## src/rtl/astropix_frame_packer_pkg.sv

```systemverilog
// Shared types and constants for the AstroPix lane frame packer.
// Package astropix_pkg: byte/word types, packer states, keep lookup.
package astropix_pkg;

    typedef logic [7:0]  byte_t;
    typedef logic [31:0] word_t;

    typedef enum logic [1:0] {
        IDLE,
        COLLECT,
        DROP
    } pk_state_e;

    // Lane ID + frame header + 4 timestamp bytes around the data bytes
    localparam int FRAME_OVERHEAD_BYTES = 6;

    localparam logic [3:0] TKEEP_1 = 4'h1;
    localparam logic [3:0] TKEEP_2 = 4'h3;
    localparam logic [3:0] TKEEP_3 = 4'h7;
    localparam logic [3:0] TKEEP_4 = 4'hF;

    // Keep mask for a word whose last live byte sits in lane idx
    function automatic logic [3:0] tkeep_for(input logic [1:0] idx);
        unique case (idx)
            2'd0:    return TKEEP_1;
            2'd1:    return TKEEP_2;
            2'd2:    return TKEEP_3;
            default: return TKEEP_4;
        endcase
    endfunction

endpackage

```

## src/rtl/astropix_frame_packer_if.sv

```systemverilog
// Byte-in / word-out AXI-stream bundle of the frame packer.
// master = byte source and word sink, slave = the packer.
interface astropix_frame_packer_if;
    import astropix_pkg::*;

    byte_t      s_axis_tdata;
    logic       s_axis_tvalid;
    logic       s_axis_tready;
    logic       s_axis_tlast;
    word_t      m_axis_tdata;
    logic [3:0] m_axis_tkeep;
    logic       m_axis_tvalid;
    logic       m_axis_tready;
    logic       m_axis_tlast;
    logic       m_axis_tuser;

    modport master (
        output s_axis_tdata, s_axis_tvalid, s_axis_tlast, m_axis_tready,
        input  s_axis_tready, m_axis_tdata, m_axis_tkeep,
        input  m_axis_tvalid, m_axis_tlast, m_axis_tuser
    );

    modport slave (
        input  s_axis_tdata, s_axis_tvalid, s_axis_tlast, m_axis_tready,
        output s_axis_tready, m_axis_tdata, m_axis_tkeep,
        output m_axis_tvalid, m_axis_tlast, m_axis_tuser
    );

endinterface

```

## src/rtl/astropix_byte_accumulator.sv

```systemverilog
// Packs bytes into 32-bit little-endian words with pad fill and keep.
// Owns the output word register and the input-side ready.
module astropix_byte_accumulator
    import astropix_pkg::*;
#(
    parameter byte_t PAD_BYTE = 8'hFF
) (
    input  logic       clk,
    input  logic       rst,
    input  logic       clr_i,
    input  logic       push_i,
    input  byte_t      byte_i,
    input  logic       close_i,
    input  logic       err_i,
    input  logic       out_ready_i,
    output logic       in_ready_o,
    output word_t      data_o,
    output logic [3:0] keep_o,
    output logic       valid_o,
    output logic       last_o,
    output logic       user_o
);

    byte_t [2:0] lane_q;
    logic [1:0]  idx_q;
    word_t       word_d;
    logic        emit;
    word_t       data_q;
    logic [3:0]  keep_q;
    logic        valid_q;
    logic        last_q;
    logic        user_q;

    assign emit       = push_i && (close_i || idx_q == 2'd3);
    assign in_ready_o = !valid_q || out_ready_i;

    // Assemble the outgoing word: stored lanes, current byte, then pad
    always_comb begin
        word_d = {4{PAD_BYTE}};
        for (int i = 0; i < 3; i++) begin
            if (i < int'(idx_q)) word_d[8*i +: 8] = lane_q[i];
        end
        word_d[{idx_q, 3'd0} +: 8] = byte_i;
    end

    // Lane index and partial-word storage
    always_ff @(posedge clk or posedge rst) begin
        if (rst) begin
            lane_q <= '0;
            idx_q  <= '0;
        end else if (clr_i) begin
            lane_q <= '0;
            idx_q  <= '0;
        end else if (emit) begin
            idx_q <= '0;
        end else if (push_i) begin
            lane_q[idx_q] <= byte_i;
            idx_q         <= idx_q + 2'd1;
        end
    end

    // Output word register, held while the sink stalls
    always_ff @(posedge clk or posedge rst) begin
        if (rst) begin
            data_q  <= '0;
            keep_q  <= '0;
            valid_q <= 1'b0;
            last_q  <= 1'b0;
            user_q  <= 1'b0;
        end else if (clr_i) begin
            data_q  <= '0;
            keep_q  <= '0;
            valid_q <= 1'b0;
            last_q  <= 1'b0;
            user_q  <= 1'b0;
        end else if (emit) begin
            data_q  <= word_d;
            keep_q  <= tkeep_for(idx_q);
            valid_q <= 1'b1;
            last_q  <= close_i;
            user_q  <= close_i && err_i;
        end else if (out_ready_i) begin
            keep_q  <= '0;
            valid_q <= 1'b0;
            last_q  <= 1'b0;
            user_q  <= 1'b0;
        end
    end

    assign data_o  = data_q;
    assign keep_o  = keep_q;
    assign valid_o = valid_q;
    assign last_o  = last_q;
    assign user_o  = user_q;

endmodule

```

## src/rtl/astropix_frame_packer.sv

```systemverilog
// Frame length checker and word packer for one AstroPix lane.
// Define ASTROPIX_PACKER_STATS_EN to build the frame/error counters.
module astropix_frame_packer
    import astropix_pkg::*;
#(
    parameter int    MAX_FRAME_BYTES = 16,
    parameter byte_t PAD_BYTE        = 8'hFF
) (
    input  logic                   clk,
    input  logic                   rst,
    astropix_frame_packer_if.slave bus,
    input  logic                   cfg_lane_reset,
    output logic                   stat_frame_done,
    output logic                   stat_frame_error,
    output logic [15:0]            stat_frames_count,
    output logic [15:0]            stat_errors_count
);

    localparam byte_t MAX_B = byte_t'(MAX_FRAME_BYTES);

    pk_state_e state_q, state_d;
    byte_t     len_q, len_d;
    byte_t     cnt_q, cnt_d;
    byte_t     cnt_inc;
    logic      acc;
    logic      push;
    logic      close;
    logic      err;
    logic      done_q;
    logic      error_q;

    assign acc     = bus.s_axis_tvalid && bus.s_axis_tready;
    assign cnt_inc = cnt_q + 8'd1;

    // Frame state machine: length check, truncation and drop
    always_comb begin
        state_d = state_q;
        len_d   = len_q;
        cnt_d   = cnt_q;
        push    = 1'b0;
        close   = 1'b0;
        err     = 1'b0;
        unique case (state_q)
            IDLE: begin
                if (acc) begin
                    push  = 1'b1;
                    len_d = bus.s_axis_tdata;
                    cnt_d = '0;
                    if (bus.s_axis_tlast) begin
                        close = 1'b1;
                        err   = 1'b1;
                    end else begin
                        state_d = COLLECT;
                    end
                end
            end
            COLLECT: begin
                if (acc) begin
                    push  = 1'b1;
                    cnt_d = cnt_inc;
                    if (bus.s_axis_tlast) begin
                        close   = 1'b1;
                        err     = cnt_inc != len_q;
                        state_d = IDLE;
                    end else if (cnt_inc == MAX_B) begin
                        close   = 1'b1;
                        err     = 1'b1;
                        state_d = DROP;
                    end
                end
            end
            DROP: begin
                if (acc && bus.s_axis_tlast) state_d = IDLE;
            end
            default: state_d = IDLE;
        endcase
    end

    // FSM registers and per-frame status pulses
    always_ff @(posedge clk or posedge rst) begin
        if (rst) begin
            state_q <= IDLE;
            len_q   <= '0;
            cnt_q   <= '0;
            done_q  <= 1'b0;
            error_q <= 1'b0;
        end else if (cfg_lane_reset) begin
            state_q <= IDLE;
            len_q   <= '0;
            cnt_q   <= '0;
            done_q  <= 1'b0;
            error_q <= 1'b0;
        end else begin
            state_q <= state_d;
            len_q   <= len_d;
            cnt_q   <= cnt_d;
            done_q  <= close;
            error_q <= close && err;
        end
    end

    assign stat_frame_done  = done_q;
    assign stat_frame_error = error_q;

`ifdef ASTROPIX_PACKER_STATS_EN
    logic [15:0] frames_q;
    logic [15:0] errors_q;

    // Saturating closed-frame and error counters
    always_ff @(posedge clk or posedge rst) begin
        if (rst) begin
            frames_q <= '0;
            errors_q <= '0;
        end else if (cfg_lane_reset) begin
            frames_q <= '0;
            errors_q <= '0;
        end else if (close) begin
            if (frames_q != 16'hFFFF) frames_q <= frames_q + 16'd1;
            if (err && errors_q != 16'hFFFF) errors_q <= errors_q + 16'd1;
        end
    end

    assign stat_frames_count = frames_q;
    assign stat_errors_count = errors_q;
`else
    assign stat_frames_count = '0;
    assign stat_errors_count = '0;
`endif

    astropix_byte_accumulator #(
        .PAD_BYTE(PAD_BYTE)
    ) u_acc (
        .clk        (clk),
        .rst        (rst),
        .clr_i      (cfg_lane_reset),
        .push_i     (push),
        .byte_i     (bus.s_axis_tdata),
        .close_i    (close),
        .err_i      (err),
        .out_ready_i(bus.m_axis_tready),
        .in_ready_o (bus.s_axis_tready),
        .data_o     (bus.m_axis_tdata),
        .keep_o     (bus.m_axis_tkeep),
        .valid_o    (bus.m_axis_tvalid),
        .last_o     (bus.m_axis_tlast),
        .user_o     (bus.m_axis_tuser)
    );

endmodule

```

## src/flat_wrapper.sv

```systemverilog
// flat-port wrapper written by rule: the top's interface ports become plain ports
module astropix_frame_packer_flat import astropix_pkg::*;
#(
    parameter int    MAX_FRAME_BYTES = 16,
    parameter byte_t PAD_BYTE        = 8'hFF
)
  (clk, rst, cfg_lane_reset, stat_frame_done, stat_frame_error, stat_frames_count, stat_errors_count, bus_s_axis_tdata, bus_s_axis_tvalid, bus_s_axis_tlast, bus_m_axis_tready, bus_s_axis_tready, bus_m_axis_tdata, bus_m_axis_tkeep, bus_m_axis_tvalid, bus_m_axis_tlast, bus_m_axis_tuser);
  astropix_frame_packer_if bus_i ();
  input  logic clk;
  input  logic rst;
  input  logic cfg_lane_reset;
  output logic stat_frame_done;
  output logic stat_frame_error;
  output logic [15:0] stat_frames_count;
  output logic [15:0] stat_errors_count;
  input wire logic [$bits(bus_i.s_axis_tdata)-1:0] bus_s_axis_tdata;
  input wire logic [$bits(bus_i.s_axis_tvalid)-1:0] bus_s_axis_tvalid;
  input wire logic [$bits(bus_i.s_axis_tlast)-1:0] bus_s_axis_tlast;
  input wire logic [$bits(bus_i.m_axis_tready)-1:0] bus_m_axis_tready;
  output wire logic [$bits(bus_i.s_axis_tready)-1:0] bus_s_axis_tready;
  output wire logic [$bits(bus_i.m_axis_tdata)-1:0] bus_m_axis_tdata;
  output wire logic [$bits(bus_i.m_axis_tkeep)-1:0] bus_m_axis_tkeep;
  output wire logic [$bits(bus_i.m_axis_tvalid)-1:0] bus_m_axis_tvalid;
  output wire logic [$bits(bus_i.m_axis_tlast)-1:0] bus_m_axis_tlast;
  output wire logic [$bits(bus_i.m_axis_tuser)-1:0] bus_m_axis_tuser;
  assign bus_i.s_axis_tdata = bus_s_axis_tdata;
  assign bus_i.s_axis_tvalid = bus_s_axis_tvalid;
  assign bus_i.s_axis_tlast = bus_s_axis_tlast;
  assign bus_i.m_axis_tready = bus_m_axis_tready;
  assign bus_s_axis_tready = bus_i.s_axis_tready;
  assign bus_m_axis_tdata = bus_i.m_axis_tdata;
  assign bus_m_axis_tkeep = bus_i.m_axis_tkeep;
  assign bus_m_axis_tvalid = bus_i.m_axis_tvalid;
  assign bus_m_axis_tlast = bus_i.m_axis_tlast;
  assign bus_m_axis_tuser = bus_i.m_axis_tuser;
  astropix_frame_packer #(.MAX_FRAME_BYTES(MAX_FRAME_BYTES), .PAD_BYTE(PAD_BYTE)) u_core (.clk(clk), .rst(rst), .bus(bus_i), .cfg_lane_reset(cfg_lane_reset), .stat_frame_done(stat_frame_done), .stat_frame_error(stat_frame_error), .stat_frames_count(stat_frames_count), .stat_errors_count(stat_errors_count));
endmodule
```

## config.mk

```make
export PLATFORM = sky130hd
export DESIGN_NAME = astropix_frame_packer_flat
export DESIGN_NICKNAME = d
export VERILOG_FILES = /design/src/rtl/astropix_frame_packer_pkg.sv /design/src/rtl/astropix_frame_packer_if.sv /design/src/rtl/astropix_byte_accumulator.sv /design/src/rtl/astropix_frame_packer.sv /design/src/flat_wrapper.sv
export SDC_FILE = /design/constraint.sdc
export NUM_CORES = 1
export LEC_CHECK = 0
export CORE_AREA = 10 10 118 88
export CTS_CLUSTER_SIZE = 10
export DETAILED_ROUTE_END_ITERATION = 12
export DIE_AREA = 0 0 128 98
export DONT_BUFFER_PORTS = 1
export GPL_ROUTABILITY_DRIVEN = 0
export GPL_TIMING_DRIVEN = 0
export HOLD_SLACK_MARGIN = 0.06
export PLACE_DENSITY = 0.75
export SYNTH_ARGS = -nofsm -noshare
export SYNTH_HDL_FRONTEND = slang
export SYNTH_SLANG_ARGS = --single-unit
```

## constraint.sdc

```tcl
create_clock -name clk -period 3 [get_ports clk]
set_clock_uncertainty 0.1 [all_clocks]
set_input_delay 0.75 -clock clk [delete_from_list [all_inputs] [get_ports clk]]
set_output_delay 0.75 -clock clk [all_outputs]
set_load 0.005 [all_outputs]
```

==> summary.md, run 1 <==
| Metric | Value |
|---|---|
| Crit path launch type | register |
| Remaining antenna violation count | 0 |
| All-layer global routing usage | 18.4% |
| H-tree levels | 3 |
| Mean Syn Cell Area | 9.03 um^2 |
| Final Cycle Share | 92.8% |
| CORE AREA | 8200 um^2 |
| Setup TNS | 0 ps |
| Post-synthesis mux area share | 7.01% |
| Worst-Margin Slew | 775 ps |
| Final Hold Viols | 0 |
| # resized after CTS | 0 |
| Die area | 12,500 um^2 |
| Most common cell in the netlist | dfrtp_1 |
| Largest family of logic cells by synthesized area | simple AND/OR/NAND/NOR gates |
| WP data required | 3160 ps |
| Crit path capture type | register |
| Clk root buf | clkbuf_16 |
| RSZ-0062 raised after global routing | no |
| Yosys warns | 0 |
| Port buffer count | 0 |
| Register bit total from synthesis | 84 |
| Vias per std cell | 5.60 |
| Initial core utilization | 55.7% |
| Peak VDD IR | 0.000300 V |
| Top cell type's share of synthesized area | 46.0% |
| First-pass iteration count of the detailed router | 5 |
| Via count | 3,695 |
| Max-slew violations | 0 |
| Synth Area in Compound Gates | 12.2% |
| Total wire length | 11,700 um |
| Final cell count without fillers | 660 |
| Synth Area in Adders | 2.46% |
| Clock transition at path regs | 60 ps |
| Min Tclk post-route | 2780 ps |
| Met1 usage | 24.0% |
| Max Clock Freq | 0.359 GHz |
| Die W | 128 um |
| Syn Std Cell Area | 4570 um^2 |
| Number of remaining DRC errors | 0 |
| Post-DP HPWL | 8380 um |
| Final WS setup | 217 ps |
| Row Count | 28 |
| Commonest register cell after synthesis | dfrtp_1 |
| Met3 GRT Util | 5.94% |
| CP arrival | 2940 ps |
| Pwr/cell area | 533 nW/um^2 |
| Grt peak-use layer | met2 |
| IO Count | 88 |
| Met2 GRT Util | 28.7% |
| Post-synthesis instance total | 506 |
| Clock Tree Buf Depth | 2 |
| Setup Viol. Count Final | 0 |
| Num CTS Buffers | 9 |
| Pin count of the biggest net entering global routing | 40 |
| Synth Area in Simple Gates | 18.7% |
| Seq/Total Area, Yosys | 46.0% |
| Worst hold path type | in -> async |
| Post-Place Worst Slack | 100 ps |
| Xor/xnor share of the synthesized area | 2.11% |
| # placed instances | 644 |
| Worst-Skew Late Latency | 340 ps |
| Number of global-route vias before repair | 3,589 |
| Layout cells sized above 1 | 13.0% |
| Number of diodes | 0 |
| CTS Hold Bufs | 0 |
| Grt total ovfl | 0 |
| Layout area overhead | 13.3% |
| Area leader, netlist | dfrtp_1 |
| Iter 0 DRT Violations | 364 |
| Most instantiated cells after synthesis | dfrtp_1, nor2_1, a21oi_1 |
| Routed WL per cell | 17.7 um |
| Lkg Pwr | 2.34 nW |
| Outcome | finished, final reports clean |
| FFs w/ async S/R, synth | 100% |
| Initial antenna violation count | 0 |
| Most area-consuming cells after synthesis | dfrtp_1, mux2i_1, nor2_1, buf_4, a21oi_1 |
| Setup bufs post-CTS | 0 |
| Max FO, Critical Path | 10 |
| Relative slew slack | 47.9% |
| TritonCTS clock tree | built |
| Die Ht | 98 um |
| Distinct cells, synth | 46 |
| CTS sink cnt | 84 |
| Crit Path Class | reg -> reg |
| Total of max-cap violations | 0 |
| Post-synth EDFFs | 0 |
| First-pass GRT wire length | 18,900 um |
| Final net count | 573 |
## critical path, stage by stage (launching register included)
cell and delay, ps:
dfrtp_1 420, clkbuf_1 440, inv_1 190, ha_1 390, nor2_1 150, and2_1 140, clkbuf_1 250, a21oi_1 110
or3_1 350, a21oi_1 160
## routing by layer
layer / part of all wire [%] / up-vias
met2: 46 / 148
met5: 0 / -
met1: 43 / 1795
met3: 10 / 17
li1: - / 1735
met4: 1.4 / 0
## state kept, by name, summed over array words and instances (netlist names)
name and flops:
u_core.stat_frame_done 1, u_core.u_acc.idx_q 2, u_core.stat_frame_error 1, u_core.u_acc.last_o 1
u_core.u_acc.user_o 1, u_core.len_q 8, u_core.state_q 2, u_core.u_acc.keep_o 4
u_core.u_acc.data_o 32, u_core.u_acc.lane_q 24, u_core.cnt_q 8
## cell families (layout without fill, tap and decap cells)
logic type | after synthesis | after routing
other | 1 | 32
XOR/XNOR | 11 | 11
AO/OA/AOI/OAI | 89 | 89
AND/OR/NAND/NOR | 182 | 182
flip-flops | 84 | 84
buffers and inverters | 98 | 116
multiplexers | 32 | 32
adder cells (fa/ha/maj) | 9 | 9
## layout make-up
class                   count  area, um^2
well taps                 105         131
fillers                   707        3020
plain buffers              76         440
inverters                  22        86.3
flip-flops and latches     84        2100
multi-input cells         355        2060
clock buffers              10         229
clock inverters             6        88.8
repair buffers              2        40.0
## power by group
part	total (mW)	switching, mW	internal [mW]
registers	1.23	0.0442	1.19
clock network	1.19	0.456	0.729
logic	0.345	0.214	0.132
total	2.76	0.714	2.05
## per-stage QoR
stage	power [mW]	hold WS (ps)	instance area, um^2	util [%]
after floorplan	1.50	386	4690	-
after global placement	1.57	402	4820	58.8
after detailed placement	1.59	409	4860	59.3
after CTS	2.78	121	5180	63.2
after global routing	2.87	130	5180	63.2
final	2.76	121	5180	63.2
## layout by cell type, fill, tap and decap left out, drive strengths merged, types with 3 or more instances in the layout
| cell type | synthesis | final |
|---|---|---|
| conb | 1 | 32 |
| o41ai | 3 | 3 |
| dfrtp | 84 | 84 |
| clkbuf | 24 | 34 |
| nand3 | 11 | 11 |
| buf | 52 | 54 |
| inv | 22 | 21 |
| a311oi | 8 | 8 |
| and2 | 3 | 3 |
| mux2i | 32 | 32 |
| nor3 | 21 | 21 |
| nand2 | 35 | 35 |
| nor2 | 80 | 80 |
| and4 | 4 | 4 |
| a211oi | 16 | 16 |
| o21ai | 12 | 12 |
| or3 | 10 | 10 |
| clkinvlp | 0 | 3 |
| ha | 9 | 9 |
| a21oi | 43 | 43 |
| o22ai | 3 | 3 |
| xor2 | 5 | 5 |
| xnor2 | 6 | 6 |
## final timing paths
| kind | start | to | slack (ps) | depth (start not counted) |
|---|---|---|---|---|
| worst max-delay path | u_core.u_acc.idx_q[1]$_DFFE_PP0P_ | u_core.u_acc.data_o[5]$_DFFE_PP0P_ | 220 | 9 |
| worst max register to register | u_core.u_acc.idx_q[1]$_DFFE_PP0P_ | u_core.u_acc.data_o[5]$_DFFE_PP0P_ | 220 | 9 |
| worst min-delay path | rst | u_core.u_acc.lane_q[7]$_DFFE_PP0P_ | 120 | 1 |
| max in group asynchronous | rst | u_core.u_acc.data_o[12]$_DFFE_PP0P_ | 2220 | 2 |
| min in group clk | u_core.u_acc.lane_q[4]$_DFFE_PP0P_ | u_core.u_acc.lane_q[4]$_DFFE_PP0P_ | 420 | 2 |
| worst min register to register | u_core.u_acc.lane_q[4]$_DFFE_PP0P_ | u_core.u_acc.lane_q[4]$_DFFE_PP0P_ | 420 | 2 |
Power figures use the tool's default switching activity.
==> inputs of run 2 (changes only) <==
Settings changed: CORE_AREA 10 10 118 88 to 10 10 129 96, DIE_AREA 0 0 128 98 to 0 0 139 106, DONT_BUFFER_PORTS 1 to not set.
==> summary.md, run 2 (synthesis gave the netlist of run 1 again) <==
| Metric | Value |
|---|---|
| Via count | 3,802 |
| Lkg Pwr | 2.52 nW |
| Port buffer count | 47 |
| Largest register FFs | 32 |
| Final Cycle Share | 96.9% |
| Final net count | 619 |
| First-pass GRT wire length | 19,500 um |
| All-layer global routing usage | 16.1% |
| Worst hold path type | reg -> reg |
| Max FO, Critical Path | 5 |
| Die area | 14,700 um^2 |
| Initial antenna violation count | 0 |
| Iter 0 DRT Violations | 260 |
| Num CTS Buffers | 9 |
| Number of global-route vias before repair | 3,742 |
| Row Count | 31 |
| Post-Place Worst Slack | -413 ps |
| IO Count | 88 |
| Setup bufs post-CTS | 0 |
| Max Clock Freq | 0.344 GHz |
| Post-DP HPWL | 8780 um |
| Number of diodes | 0 |
| Die W | 139 um |
| CTS sink cnt | 84 |
| Vias per std cell | 5.19 |
| CORE AREA | 10,000 um^2 |
| Min Tclk post-route | 2910 ps |
| Commonest non-fill, non-tap cell in the layout | dfrtp_1 |
| Pwr/cell area | 505 nW/um^2 |
| Number of remaining DRC errors | 0 |
| Routed WL per cell | 16.3 um |
| Layout cells sized above 1 | 12.3% |
| Util after Layout | 57.0% |
| Final Hold Viols | 0 |
| Remaining antenna violation count | 0 |
| Crit path launch type | input pin |
| Grt total ovfl | 0 |
| Pin count of the biggest net entering global routing | 44 |
| Total wire length | 11,900 um |
| TritonCTS clock tree | built |
| Setup TNS | 0 ps |
| Crit Path Class | in -> out |
| Worst-Skew Late Latency | 350 ps |
| Tot Pwr | 2.88 mW |
| Outcome | finished, final reports clean |
| WP data required | 2150 ps |
| Min Hold Slack | 400 ps |
| Crit path capture type | primary output |
| CTS Hold Bufs | 0 |
| Final WS setup | 92.2 ps |
| Total of max-cap violations | 0 |
| Clk root buf | clkbuf_16 |
| Setup Viol. Count Final | 0 |
| Clock transition at path regs | 60 ps |
| Worst-Margin Slew | 917 ps |
| First-pass iteration count of the detailed router | 5 |
| Layout area overhead | 24.8% |
| Peak VDD IR | 0.000258 V |
| Most frequent cells in the layout | dfrtp_1, nor2_1, clkdlybuf4s50_1, a21oi_1, buf_4 |
| Die Ht | 106 um |
| Max-slew violations | 0 |
| H-tree levels | 3 |
| Relative slew slack | 38.7% |
| CP arrival | 2060 ps |
| Initial core utilization | 45.7% |
| Clock Tree Buf Depth | 2 |
## run 2: cell types whose count changed in the layout (fill, tap and decap cells not counted), sizes merged
cell,before,now
clkbuf,34,36
clkdlybuf4s50,0,47
buf,54,53
clkinvlp,3,1
## run 2: final timing paths
path                                                    from                                  to  slack, ps  cells past startpoint
setup / recovery                           bus_m_axis_tready                   bus_s_axis_tready         90                      3
hold / removal               u_core.u_acc.user_o$_DFFE_PP0P_     u_core.u_acc.user_o$_DFFE_PP0P_        400                      2
setup reg to reg           u_core.u_acc.idx_q[1]$_DFFE_PP0P_  u_core.u_acc.data_o[5]$_DFFE_PP0P_        230                      9
hold reg to reg              u_core.u_acc.user_o$_DFFE_PP0P_     u_core.u_acc.user_o$_DFFE_PP0P_        400                      2
max in group asynchronous                                rst         u_core.cnt_q[4]$_DFFE_PP0P_       1250                      3
min in group asynchronous                                rst     u_core.u_acc.last_o$_DFFE_PP0P_        840                      2
## run 2: area by class of cell
class / instances / area [um^2]
fillers: 877 / 4310
flip-flops and latches: 84 / 2100
multi-input cells: 355 / 2080
repair buffers: 48 / 490
plain buffers: 76 / 440
clock buffers: 12 / 267
well taps: 132 / 165
inverters: 22 / 86.3
clock inverters: 4 / 70.1
## run 2: what timing repair did
| action | 4_1_cts | 5_1_grt |
|---|---|---|
| gates resized for setup | 2 | 2 |
| cloned | 0 | 0 |
| setup endpoints to repair | 20 | 25 |
## run 2: per-layer routing
metal / part of all wire, % / vias to the layer above / track usage, %
met2: 44 / 123 / 24.6
met4: 1.2 / 0 / 4.01
li1: - / 1827 / -
met1: 46 / 1836 / 21.0
met3: 8.8 / 16 / 6.36
met5: 0 / - / 0
## run 2: worst max-delay path, cell delays in order
cell	delay [ps]
clkdlybuf4s50_1	510
nand2b_1	240
clkdlybuf4s50_1	550
## run 2: per-stage QoR
| stage | cells | instance area (um^2) |
|---|---|---|
| after floorplan | 537 | 4690 |
| after global placement | 716 | 5330 |
| after detailed placement | 717 | 5350 |
| after CTS | 733 | 5690 |
| after global routing | 733 | 5700 |
| final | 733 | 5700 |
## run 2: power breakdown
group / switching (mW) / internal [mW] / leakage, nW
Sequential: 0.0350 / 1.19 / 1.14
Combinational: 0.236 / 0.194 / 1.21
Clock: 0.436 / 0.794 / 0.169
Total: 0.706 / 2.17 / 2.52
